File: src/rtl/muldiv_pkg.sv
// rtl/muldiv_pkg.sv - shared encodings for the muldiv arbiter block
package muldiv_pkg;
  localparam logic OP_MUL = 1'b0;
  localparam logic OP_DIV = 1'b1;

  typedef enum logic [1:0] {
    ST_IDLE = 2'd0,
    ST_BUSY = 2'd1,
    ST_DONE = 2'd2
  } state_t;

  // Counter only ever holds LAT-1, so it is sized for the largest legal LAT.
  localparam int LAT_MAX = 15;
  localparam int CNT_W   = $clog2(LAT_MAX);
endpackage

File: src/rtl/muldiv_div.sv
// rtl/muldiv_div.sv - combinational unsigned divide, quotient only
module muldiv_div #(
  parameter int N = 8
) (
  input  logic [N-1:0] a,
  input  logic [N-1:0] b,
  output logic [N-1:0] q
);
  assign q = a / b;
endmodule

File: src/rtl/muldiv_mul.sv
// rtl/muldiv_mul.sv - combinational unsigned multiply, low N bits kept
module muldiv_mul #(
  parameter int N = 8
) (
  input  logic [N-1:0] a,
  input  logic [N-1:0] b,
  output logic [N-1:0] p
);
  assign p = a * b;
endmodule

File: src/rtl/muldiv_rr_arb.sv
// rtl/muldiv_rr_arb.sv - two-way round-robin grant with favour pointer
module muldiv_rr_arb (
  input  logic       clk,
  input  logic       rst_n,
  input  logic       en,
  input  logic [1:0] valid,
  output logic [1:0] grant
);
  // ptr names the requester that wins a tie; it flips away from whoever was served.
  logic ptr;

  always_comb begin
    grant = 2'b00;
    if (en) begin
      if (valid == 2'b11) grant = ptr ? 2'b10 : 2'b01;
      else                grant = valid;
    end
  end

  always_ff @(posedge clk or negedge rst_n) begin
    if (!rst_n)              ptr <= 1'b0;
    else if (grant != 2'b00) ptr <= ~grant[1];
  end
endmodule

File: src/rtl/muldiv_arb.sv
// rtl/muldiv_arb.sv - two-requester shared mul/div unit with fixed latency
// Optional rsp_div0 flag is built when MULDIV_DIV0_FLAG_EN is defined.
module muldiv_arb
  import muldiv_pkg::*;
#(
  parameter int N   = 8,
  parameter int LAT = 2
) (
  input  logic         clk,
  input  logic         rst_n,
  input  logic         req0_valid,
  output logic         req0_ready,
  input  logic         req0_op,
  input  logic [N-1:0] req0_a,
  input  logic [N-1:0] req0_b,
  input  logic         req1_valid,
  output logic         req1_ready,
  input  logic         req1_op,
  input  logic [N-1:0] req1_a,
  input  logic [N-1:0] req1_b,
  output logic         rsp_valid,
  input  logic         rsp_ready,
  output logic         rsp_id,
  output logic [N-1:0] rsp_result
`ifdef MULDIV_DIV0_FLAG_EN
  ,
  output logic         rsp_div0
`endif
);
  state_t           state;
  logic [CNT_W-1:0] cnt;
  logic             op_q;
  logic             id_q;
  logic [N-1:0]     a_q;
  logic [N-1:0]     b_q;
  logic [1:0]       grant;
  logic [N-1:0]     mul_p;
  logic [N-1:0]     div_q;
  logic [N-1:0]     result;

  muldiv_rr_arb u_arb (
    .clk   (clk),
    .rst_n (rst_n),
    .en    (state == ST_IDLE),
    .valid ({req1_valid, req0_valid}),
    .grant (grant)
  );

  assign req0_ready = grant[0];
  assign req1_ready = grant[1];

  muldiv_mul #(.N(N)) u_mul (.a(a_q), .b(b_q), .p(mul_p));
  muldiv_div #(.N(N)) u_div (.a(a_q), .b(b_q), .q(div_q));

  // Divide by zero is pinned to all ones so the result never depends on the divider.
  always_comb begin
    result = mul_p;
    if (op_q == OP_DIV) result = (b_q == '0) ? '1 : div_q;
  end

  always_ff @(posedge clk or negedge rst_n) begin
    if (!rst_n) begin
      state      <= ST_IDLE;
      cnt        <= '0;
      op_q       <= OP_MUL;
      id_q       <= 1'b0;
      a_q        <= '0;
      b_q        <= '0;
      rsp_valid  <= 1'b0;
      rsp_id     <= 1'b0;
      rsp_result <= '0;
`ifdef MULDIV_DIV0_FLAG_EN
      rsp_div0   <= 1'b0;
`endif
    end else begin
      case (state)
        ST_IDLE: begin
          if (grant != 2'b00) begin
            op_q  <= grant[1] ? req1_op : req0_op;
            a_q   <= grant[1] ? req1_a  : req0_a;
            b_q   <= grant[1] ? req1_b  : req0_b;
            id_q  <= grant[1];
            cnt   <= CNT_W'(LAT - 1);
            state <= ST_BUSY;
          end
        end
        ST_BUSY: begin
          if (cnt == '0) begin
            rsp_valid  <= 1'b1;
            rsp_id     <= id_q;
            rsp_result <= result;
`ifdef MULDIV_DIV0_FLAG_EN
            rsp_div0   <= (op_q == OP_DIV) && (b_q == '0);
`endif
            state      <= ST_DONE;
          end else begin
            cnt <= cnt - 1'b1;
          end
        end
        ST_DONE: begin
          if (rsp_ready) begin
            rsp_valid <= 1'b0;
            state     <= ST_IDLE;
          end
        end
        default: state <= ST_IDLE;
      endcase
    end
  end
endmodule

File: config.mk
export PLATFORM = sky130hd
export DESIGN_NAME = muldiv_arb
export DESIGN_NICKNAME = d
export VERILOG_FILES = /design/src/rtl/muldiv_pkg.sv /design/src/rtl/muldiv_div.sv /design/src/rtl/muldiv_mul.sv /design/src/rtl/muldiv_rr_arb.sv /design/src/rtl/muldiv_arb.sv
export SDC_FILE = /design/constraint.sdc
export NUM_CORES = 1
export LEC_CHECK = 0
export CAP_MARGIN = 0
export CORE_ASPECT_RATIO = 0.7
export CORE_UTILIZATION = 30
export DETAILED_ROUTE_END_ITERATION = 8
export SYNTH_ARGS = -nofsm -noshare
export SYNTH_HDL_FRONTEND = slang
export SYNTH_SLANG_ARGS = --single-unit
File: constraint.sdc
create_clock -name clk -period 10.8 [get_ports clk]
set_clock_uncertainty 0.05 [all_clocks]
set_input_delay 2.7 -clock clk [delete_from_list [all_inputs] [get_ports clk]]
set_output_delay 2.7 -clock clk [all_outputs]
set_load 0.01 [all_outputs]
# Yosys cells after proc, flatten, opt, wreduce, memory -nomap -nowiden

Cells that the tools add are included.

Flip-flop bits (word level): 35
Input bits: 39
Output and inout bits: 12
Logic and storage cells: 50

$add $sub $neg: 1
Multipliers: 1
Divide/modulo/power cells: 1
Eq/ne operators: 7
Muxes and demuxes: 18
Bitwise gates (word level): 1
Reduce and logical (&&, ||, !) cells: 11

Operator list:

| kind                                             | number |
|---|---|
| two-way mux 8 bit                                | 4 |
| two-way mux 2 bit                                | 6 |
| AND reduction 3 bit                              | 3 |
| divider 8 x 8 -> 8 bit                           | 1 |
| logical NOT 8 bit                                | 1 |
| multiplier 8 x 8 -> 8 bit                        | 1 |
| two-way mux 4 bit                                | 2 |
| != test 2 bit, second input constant             | 4 |
| case mux 4 bit (2 select lines)                  | 1 |
| case mux 2 bit (3 select lines)                  | 1 |
| nonzero test 2 bit                               | 3 |
| == test 2 bit, second input constant             | 2 |
| logical NOT 4 bit                                | 1 |
| AND reduction 2 bit                              | 2 |
| subtractor 4 x 1 -> 4 bit, second input constant | 1 |
| two-way mux 1 bit                                | 3 |
| == test 2 x 1 -> 1 bit, second input constant    | 1 |
| logical NOT 2 bit                                | 1 |
| case mux 1 bit (2 select lines)                  | 1 |
| inverter 1 bit                                   | 1 |

# Logic depth before layout (Yosys ltp)

Depth after elaboration: 6
Mapped depth: 50
Depth with buffers taken out: 46

# Hierarchy

A second synthesis with hierarchy kept.

Cells, all modules: 482
Area total of the unflattened synthesis: 4386.7 sq um

By module, submodules not included:

| module        | times used | cells each | area each (sq um) | seq. area each (sq um) |
|---|---|---|---|---|
| muldiv_arb    | 1          | 150        | 1745.4            | 850.8 |
| muldiv_div    | 1          | 222        | 1694.1            | 0.0 |
| muldiv_mul    | 1          | 102        | 885.8             | 0.0 |
| muldiv_rr_arb | 1          | 8          | 61.3              | 25.0 |

# Worst setup path before layout

OpenSTA, ideal clock, no wires.

Kind: reg2reg
From: register b_q[6]
To: register rsp_result[0]
Library setup time: 0.134 ns
Arrival time: 9.338 ns
Required time: 10.616 ns
Slack: 1.278 ns
Cell stages (with the launch flop): 49
Path buffers: 3
Period minus slack after synthesis: 9.522 ns
Path through: dfrtp_1 > buf_6 > nor3_4 > nand2_1 > nor2_1 > a21oi_1 > a21oi_1 > ha_1 > nor4b_1 > o311ai_0 > and3_1 > ha_1 > o211ai_1 > and3_1 > o221a_1 > or2_2 > ha_1 > a21oi_1 > (+13 left out) > a21oi_1 > nand2_1 > a31oi_1 > o21ai_0 > mux2_2 > ha_1 > o21ai_0 > o21ai_0 > nand2_1 > o22ai_1 > o211ai_1 > o211ai_1 > ha_1 > and2_1 > o21ai_0 > o21ai_0 > o31ai_1 > a31oi_1

Cells in the longest elaborated chain, start to end: 3
Elaborated cells on any way between the ends: 4
Classes of those cells: 1 x div; 2 x mux; 1 x reduce/logical

Ends and longest elaborated chain:

| what                                                        | RTL line                          | text |
|---|---|---|
| start, declared                                             | muldiv_arb.sv:35                  | `logic [N-1:0] b_q;` |
| start signal, assigned                                      | muldiv_arb.sv:81                  | `b_q <= grant[1] ? req1_b : req0_b;` |
| divider 8 x 8 -> 8 bit or logical NOT 8 bit (tied branches) | muldiv_div.sv:9, muldiv_arb.sv:58 |  |
| two-way mux 8 bit (*) (2 in series)                         | muldiv_arb.sv:58                  | `if (op_q == OP_DIV) result = (b_q == '0) ? '1 : div_q;` |
| end signal, assigned                                        | muldiv_arb.sv:91                  | `rsp_result <= result;` |
| end, declared                                               | muldiv_arb.sv:24                  | `output logic [N-1:0] rsp_result` |

Mark *: on every way between the ends. The rest lies on a longest branch, timed or not.
A chain may end at the register's enable or synchronous reset.

# Worst setup path in the final report

From: register b_q[7]
To: register rsp_result[0]

The elaborated chain is that of the path after synthesis.

==> results.yml <==
synth:
  syn_inst: 537
  syn_nets: 647
  synth_compound_area_frac: 0.1875
  synth-edff-count: 0
  synth_top_family_by_area: "simple AND/OR/NAND/NOR gates"
  syn_avg_cell_area_sq_um: 7.927
  synthAdderAreaFrac: 0.2299
  ys_async_sr_fraction: 1.000
  yosysSeqAreaShare: 0.2058
  synth-xor-area-share: 0.05908
  ys.flop_type: "dfrtp_1"
  netlist_area_sq_um: 4257
  synthDistinctLibCells: 60
  synth.area.mux_share: 0.01529
  yosys_warnings: 0
  ys_seq_elements: 35
  synth_simple_gate_area_share: 0.2399
worst_setup_path:
  reg2regPathDepth: 46
  worstSetupPathType: "flop to flop"
  r2r-start: "b_q[7]"
  end_kind: "flop"
  setup.worst_path.end: "rsp_result[0]"
  cp-startpoint: "b_q[7]"
  crit_required_ns: 10.91
  cpMostUsedCell: "ha_1"
  max_stage_delay_ns: 0.43
  start_kind: "flop"
  rr_endpoint: "rsp_result[0]"
  worstPathArrival_ns: 10.21
  crit_slowest_cell: "dfrtp_1"
  timing.critical_path.fanout_max: 6
  ff2ff_setup_slack_ns: 0.70
timing:
  final_hold_viol_count: 0
  finalSetupTns_ns: 0
  tightest_slew_ns: 0.8168
  finalSetupViolations: 0
  timing.hold.ws_ns: 0.4234
  setup_slack_ns: 0.6970
  relSlewSlack: 0.4538
  layout_worst_path_cycle_share: 0.9355
  min_period_ns: 10.10
  drv_slew: 0
  fmax_mhz: 98.98
clock_network:
  cts_sinks: 35
  clk-insertion-delay-late_ns: 0.29
  cts_made_buffers: 5
  htreeDepth: 2
  holdBufCountCts: 0
  cts_buffer_depth: 2
  cts_root_buf: "clkbuf_16"
  clk_pin_slew_ns: 0.06
  cts_tree: "done"
cells_and_area:
  area_growth_pct: 23.60
  nets: 707
  drive_gt1_frac: 0.09866
  nFillCells: 1464
  post-route-util: 0.3792
  multi_input_area_sq_um: 3137
  seqCellArea_sq_um: 877.1
  num_antenna_cells: 0
placed_design:
  dp_hpwl_um: 9490
  preCtsSetupSlack_ns: -0.2702
  portBuffers: 50
  place_congestion: 0.9214
global_routing:
  grt_max_degree: 38
  grt_util_all_layers: 0.1732
  antenna_found_initial: 0
  grt_pass1_vias: 3969
  grt_pass1_wl_um: 19720
  grt_overflow: 0
routing:
  wl_met3_um: 675
  drtPass1Iterations: 5
  top_layer: "met4"
  post-route-drc-count: 0
  drt_iter0_drc: 409
  drt_wl_total_um: 11820
  dr_total_vias: 4028
  drtAntennaViolNets: 0
  wl_met2_um: 5117
  via_per_inst: 5.112
  wl_per_cell_um: 15.00
  met1Wirelength_um: 5955
hold_path:
  hold_class: "flop to flop"
floorplanning:
  die-area_sq_um: 14680
  die_h_um: 101.7
  fp.dieW_um: 144.4
  core_area_sq_um: 13870
  io_pins: 51
  num_rows: 36
  start_util: 0.3068
run_status:
  outcome: "complete, no violations"
run:
  cap_violations: 0
[synth_stat cells (3+ instances only)]
cell type | instances | area, sq um
nand2_1 | 83 | 311.6
ha_1 | 59 | 738.2
nor2_1 | 59 | 221.5
inv_1 | 46 | 172.7
dfrtp_1 | 35 | 875.8
o21ai_0 | 27 | 135.1
a21oi_1 | 20 | 100.1
a31oi_1 | 20 | 125.1
and2_1 | 14 | 87.58
xnor2_1 | 14 | 122.6
clkbuf_1 | 12 | 45.04
fa_1 | 12 | 240.2
nor3_1 | 12 | 60.06
o21a_1 | 12 | 90.09
nand3_1 | 9 | 45.04
o211ai_1 | 9 | 67.56
a21o_1 | 7 | 52.55
xor2_1 | 7 | 61.31
nand2b_1 | 5 | 31.28
mux2_2 | 4 | 45.04
nor3_2 | 4 | 40.04
a31o_2 | 3 | 26.28
buf_2 | 3 | 15.01
nor3b_1 | 3 | 22.52
nor4_1 | 3 | 18.77
o22ai_1 | 3 | 18.77
o31ai_1 | 3 | 22.52
or2_2 | 3 | 18.77
or4_1 | 3 | 22.52
xnor3_1 | 3 | 67.56
[metrics by stage]
stage,cells,cell area (sq um)
after floorplan,537,4257
after global placement,770,4990
after detailed placement,770,4990
after CTS,782,5192
after global routing,788,5261
final,788,5261
[worst max-delay path, delay by kind of cell, from the launching register on]
kind,cells,cell delay (ns)
multiplexers,2,0.59
AND/OR/NAND/NOR,11,2.25
flip-flops,1,0.43
adder cells (fa/ha/maj),7,2.23
buffers and inverters,4,0.50
AO/OA/AOI/OAI,22,3.88
[cells by family (layout without fill, tap and decap cells)]
family	after synthesis	in the layout
simple gates	214	214
flops	35	35
buf+inv	66	127
fa+ha+maj	71	71
compound gates	121	121
mux	6	6
xor+xnor	24	24
[metal layers]
layer,up-vias,GRT usage
met5,-,0
met4,0,0.01943
met3,9,0.02979
met2,118,0.2707
met1,1925,0.2552
li1,1976,-
[cell usage in the layout, fill, tap and decap left out, types with 14 or more instances in the layout]
cell type        synthesis  layout
o21ai_0                 27      24
xnor2_1                 14      14
buf_4                    0      22
ha_1                    59      59
and2_1                  14      14
nor2_1                  59      59
a31oi_1                 20      19
clkdlybuf4s50_1          0      49
a21oi_1                 20      19
nand2_1                 83      83
dfrtp_1                 35      34
inv_1                   46      46
[repair_timing]
| action | 4_1_cts | 5_1_grt |
|---|---|---|
| hold endpoints to repair | 0 | 0 |
| setup buffers | 4 | 6 |
| setup endpoints to repair | 1 | 1 |
| pin swaps | 1 | 3 |
| gates cloned | 0 | 0 |
| gates resized for setup | 1 | 11 |
[sequential cells by signal (all words and copies together), names as in the netlist]
signal      count
rsp_result      8
id_q            1
rsp_valid       1
a_q             8
u_arb.ptr       1
cnt             4
op_q            1
state           2
b_q             8
rsp_id          1
[how the worst min path moves through the flow]
| stage | start | end | slack (ns) | cells past startpoint |
|---|---|---|---|---|
| floorplan | id_q | id_q | 0.39 | 2 |
| global placement | rsp_result[6] | rsp_result[6] | 0.41 | 2 |
| detailed placement | id_q | id_q | 0.42 | 2 |
| CTS | id_q | id_q | 0.43 | 2 |
| global route | rsp_result[7] | rsp_result[7] | 0.46 | 1 |
| finish | rsp_result[6] | rsp_result[6] | 0.42 | 2 |
[area by class of cell]
class | instances | share of cell area
clock inverters | 3 | 0.009037
well taps | 190 | 0.04518
inverters | 47 | 0.03353
repair buffers | 72 | 0.1256
multi-input cells | 436 | 0.5962
flip-flops and latches | 35 | 0.1667
clock buffers | 5 | 0.02378
Power is left out: the tool's default activity adds up to more than one toggle a clock period on the data nets, which glitch-free logic cannot reach.
